<file path="config.mk">
export PLATFORM = sky130hd
export DESIGN_NAME = datapath
export DESIGN_NICKNAME = d
export VERILOG_FILES = /design/src/rtl/datapath_pkg.sv /design/src/rtl/alu_unit.sv /design/src/rtl/datapath.sv
export SDC_FILE = /design/constraint.sdc
export NUM_CORES = 1
export LEC_CHECK = 0
export BUFFER_PORTS_ARGS = -buffer_cell sky130_fd_sc_hd__buf_2
export CORE_MARGIN = 2
export CORE_UTILIZATION = 36
export CTS_CLUSTER_SIZE = 16
export DETAILED_ROUTE_END_ITERATION = 6
export PLACE_DENSITY = 0.51
export SETUP_SLACK_MARGIN = 0.5
export SYNTH_ARGS = -nofsm -noshare
export SYNTH_HDL_FRONTEND = slang
export SYNTH_SLANG_ARGS = --single-unit
</file>
<file path="constraint.sdc">
create_clock -name clk -period 8.6 [get_ports clk]
set_input_delay 2.15 -clock clk [delete_from_list [all_inputs] [get_ports clk]]
set_output_delay 2.15 -clock clk [all_outputs]
set_load 0.02 [all_outputs]
</file>
<file path="src/rtl/datapath_pkg.sv">
// ============================================================================
// datapath_pkg : shared width, ALU opcodes and register reset values
// Rev 1.0
// ============================================================================
`default_nettype none

package datapath_pkg;

    localparam int DEFAULT_DATA_W = 8;
    localparam int NUM_REGS       = 4;

    localparam logic [2:0] OP_ADD  = 3'b000;
    localparam logic [2:0] OP_SUB  = 3'b001;
    localparam logic [2:0] OP_AND  = 3'b010;
    localparam logic [2:0] OP_XOR  = 3'b011;
    localparam logic [2:0] OP_OR   = 3'b100;
    localparam logic [2:0] OP_NOT  = 3'b101;
    localparam logic [2:0] OP_SLT  = 3'b110;
    localparam logic [2:0] OP_PASS = 3'b111;

    // Register n powers up holding the value n.
    function automatic int unsigned reset_value(input int unsigned idx);
        return idx;
    endfunction

endpackage

`default_nettype wire

</file>
<file path="src/rtl/alu_unit.sv">
// ============================================================================
// alu_unit : combinational 8-function unsigned ALU, no flags
// Rev 1.0
// ============================================================================
`default_nettype none

module alu_unit
    import datapath_pkg::*;
#(
    parameter int DATA_W = DEFAULT_DATA_W
) (
    input  logic [DATA_W-1:0] a,
    input  logic [DATA_W-1:0] b,
    input  logic [2:0]        op,
    output logic [DATA_W-1:0] result
);

    always_comb begin
        result = a;
        case (op)
            OP_ADD:  result = a + b;
            OP_SUB:  result = a - b;
            OP_AND:  result = a & b;
            OP_XOR:  result = a ^ b;
            OP_OR:   result = a | b;
            OP_NOT:  result = ~a;
            OP_SLT:  result = DATA_W'(a < b);
            OP_PASS: result = a;
            default: result = a;
        endcase
    end

endmodule

`default_nettype wire

</file>
<file path="src/rtl/datapath.sv">
// ============================================================================
// datapath : 4-entry register file with two async read ports feeding the ALU
// Rev 1.0
// ============================================================================
`default_nettype none

module datapath
    import datapath_pkg::*;
#(
    parameter int DATA_W = DEFAULT_DATA_W
) (
    input  logic              clk,
    input  logic              reset,
    input  logic [1:0]        srcReg1Addr,
    input  logic [1:0]        srcReg2Addr,
    input  logic [1:0]        destRegAddr,
    input  logic [2:0]        aluOp,
    input  logic              regWrite,
    output logic [DATA_W-1:0] aluResult
);

    logic [DATA_W-1:0] regs_q [NUM_REGS];
    logic [DATA_W-1:0] regs_d [NUM_REGS];
    logic [DATA_W-1:0] op_a;
    logic [DATA_W-1:0] op_b;

    // No bypass: operands always come from the registered state.
    assign op_a = regs_q[srcReg1Addr];
    assign op_b = regs_q[srcReg2Addr];

    alu_unit #(
        .DATA_W (DATA_W)
    ) u_alu (
        .a      (op_a),
        .b      (op_b),
        .op     (aluOp),
        .result (aluResult)
    );

    always_comb begin
        regs_d = regs_q;
        if (regWrite) begin
            regs_d[destRegAddr] = aluResult;
        end
    end

    always_ff @(posedge clk or negedge reset) begin
        if (!reset) begin
            for (int unsigned i = 0; i < NUM_REGS; i++) begin
                regs_q[i] <= DATA_W'(reset_value(i));
            end
        end else begin
            regs_q <= regs_d;
        end
    end

endmodule

`default_nettype wire

</file>
==> metrics.md <==
| Metric | Value |
|---|---|
| Syn-to-layout area delta | 8.24% |
| TritonCTS Buffers | 5 |
| R2R depth | 9 |
| Placer Congestion | 0.795 |
| Slew @ Worst Pin | 0.793 ns |
| Max_slew headroom | 46.8% |
| Synth Cell Area | 2820 um2 |
| Final Max Tran Viols | 0 |
| Row count | 32 |
| Largest area contributor in the netlist | dfrtp_1 |
| GRT Util Overall | 16.9% |
| DRT iter0 DRCs | 72 |
| Fin util | approximately two fifths |
| Drt pass-1 iters | 4 |
| Ys flop type | dfrtp_1 |
| Placement Setup Slack | 1.16 ns |
| Largest register FFs | 32 |
| Largest net degree at the start of global routing | 33 |
| Status | completed |
| First-pass GRT wire length | ~11000 um |
| CP max FO | 8 |
| PD cells | 348 nW/um2 |
| Routed wire length | 6640 um |
| Die W | roughly 93 um |
| WHS Path Cells | 2 |
| Minimum clock period | 7.41 ns |
| Peak VDD IR | 121 uV |
| Clock tree buffer depth | 2 |
| Max-cap viol count | 0 |
| EDFF count, synth | 0 |
| Max frequency | around 130 MHz |
| Vias in the first global route | roughly 2100 |
| Non-Filler Instances | approximately 420 |
| Inst Count DP | 415 |
| Hold Buf Count CTS | 0 |
| CP Capture Type | output pin |
| YS warnings | 0 |
| Hold WC Path Type | flip-flop to flip-flop |
| Share of the synthesized area in the top cell type | approximately a quarter |
| H-tree depth | 2 |
| Per-cell routed wire length | 15.7 um |
| Final setup vio count | 0 |
| Unrepaired setup endpoints after global routing | no |
| Setup TNS | 0 ns |
| Seq cells post-synth | 32 |
| Port buffer count | 19 |
| Distinct cell type count after synthesis | 53 |
| Share of cells above drive strength 1 | around 17% |
| Fin worst setup slack | 1.19 ns |
| Vias per cell | 5.28 |
| Final period util | a little under nine tenths |
| Synth area leaders | dfrtp_1, mux4_2, ha_1 |
| Worst-path clk slew | 0.06 ns |
| DR vias | about 2200 |
| Worst EP arrival | 5.26 ns |
| Biggest register | regs_q |
| Syn avg cell area | ~9.0 um2 |
| DIE AREA | 8570 um2 |
| Vert. Die Dim | 92.6 um |
| ANT nets after route | 0 |
| Clock root buffer | clkbuf_8 |
| Syn_nets | 351 |
| CP Launch Type | input pin |
| CTS tree | done |
| Initial Util | 36.9% |
| Filler cells | 784 |
| Post-DP HPWL | 5210 um |
| Setup Buffers After CTS | 0 |
| Clk sinks | 32 |
| Flop2flop setup slack | ~5.4 ns |
| Post_cts resized | 0 |
| Worst-skew pair later-pin latency | 0.27 ns |
| # IOs | 20 |
| Top post-synthesis cells by count | inv_1, o21ai_0, dfrtp_1, nand2_1 |
| Sequential fraction of the synthesis area | 28.5% |
| Leakage | 1.35 nW |
| Async set or reset register ratio after synthesis | between 90% and 100% |
| N_diodes | 0 |
| Largest regs | regs_q x32 |
| Core area | about 7600 um2 |
| Post-Syn Instances | 313 |
| Grt ovf | 0 |
| Worst Setup Path Type | input pin to output pin |
| Final Hold Vio Count | 0 |
| Final #Nets | 358 |
| Number of remaining DRC errors | 0 |
| Initial antenna violation count | 0 |
| Worst Path Required | 6.45 ns |
| Clk_skew | roughly 0.0057 ns |
## critical path, cell delays in order
cell	delay [ns]
buf_2	0.25
mux4_2	0.58
ha_1	0.24
fa_1	0.41
o21ba_2	0.24
or2_1	0.22
and2_1	0.17
a221o_1	0.33
a221oi_2	0.44
inv_1	0.07
buf_2	0.17
## worst paths after layout
kind | startpoint | end
max | srcReg2Addr[0] | aluResult[6]
min | regs_q[9] | regs_q[9]
max reg2reg | regs_q[8] | regs_q[14]
min reg2reg | regs_q[9] | regs_q[9]
max in group asynchronous | reset | regs_q[11]
min in group asynchronous | reset | regs_q[22]
## stage by stage
step | total power, W | hold slack (ns) | cell area, um2
after floorplan | 0.000789 | 0.461 | 2820
after global placement | 0.000944 | 0.480 | 2970
after detailed placement | 0.000956 | 0.481 | 2970
after CTS | 0.00107 | 0.491 | 3060
after global routing | 0.00118 | 0.505 | 3060
final | 0.00106 | 0.488 | 3060
## layout by cell type (no fill, tap or decap), drive strengths merged, types with 3 or more instances in the layout
master / count
a211oi: 3
o21ai: 31
inv: 31
a21oi: 24
dfrtp: 28
ha: 24
mux4: 16
nor3: 6
nor2: 23
nor3b: 3
buf: 19
nand2: 28
a221oi: 4
nor2b: 5
clkbuf: 8
mux2i: 6
dfstp: 4
or2: 5
xnor2: 10
## layout make-up
cell class,count,area (um2),area share [%]
multi-input cells,231,1820,59.6
repair buffers,19,95.1,3.11
clock buffers,8,90.1,2.95
flip-flops and latches,32,806,26.4
inverters,31,116,3.81
well taps,102,128,4.18
## power breakdown
group | leakage, nW | internal (W) | total, W | switching (W)
registers | 0.377 | 0.000216 | 0.000264 | 0.0000481
clock network | 0.0455 | 0.0000652 | 0.000115 | 0.0000501
logic | 0.927 | 0.000295 | 0.000685 | 0.000389
total | 1.35 | 0.000576 | 0.00106 | 0.000488
## routing by layer
layer / up-vias / wire (um) / global-route usage [%]
met4: 0 / 59 / 3.73
li1: 1121 / - / -
met1: 1072 / 3400 / 25.2
met3: 4 / 176 / 1.95
met2: 38 / 3010 / 26.4
met5: - / 0 / 0
## cell families after synthesis
group                      count (synthesis)  synth area share [%]
adders and majority gates                 26                  12.1
DFF                                       32                  28.5
and+or+nand+nor                           84                  14.2
xor gates and xnor gates                  11                  3.41
buffers and inverters                     50                  6.96
AOI/OAI and AO/OA                         87                  19.5
muxes                                     23                  15.3
Note: power is estimated with default switching activity, not from simulation.
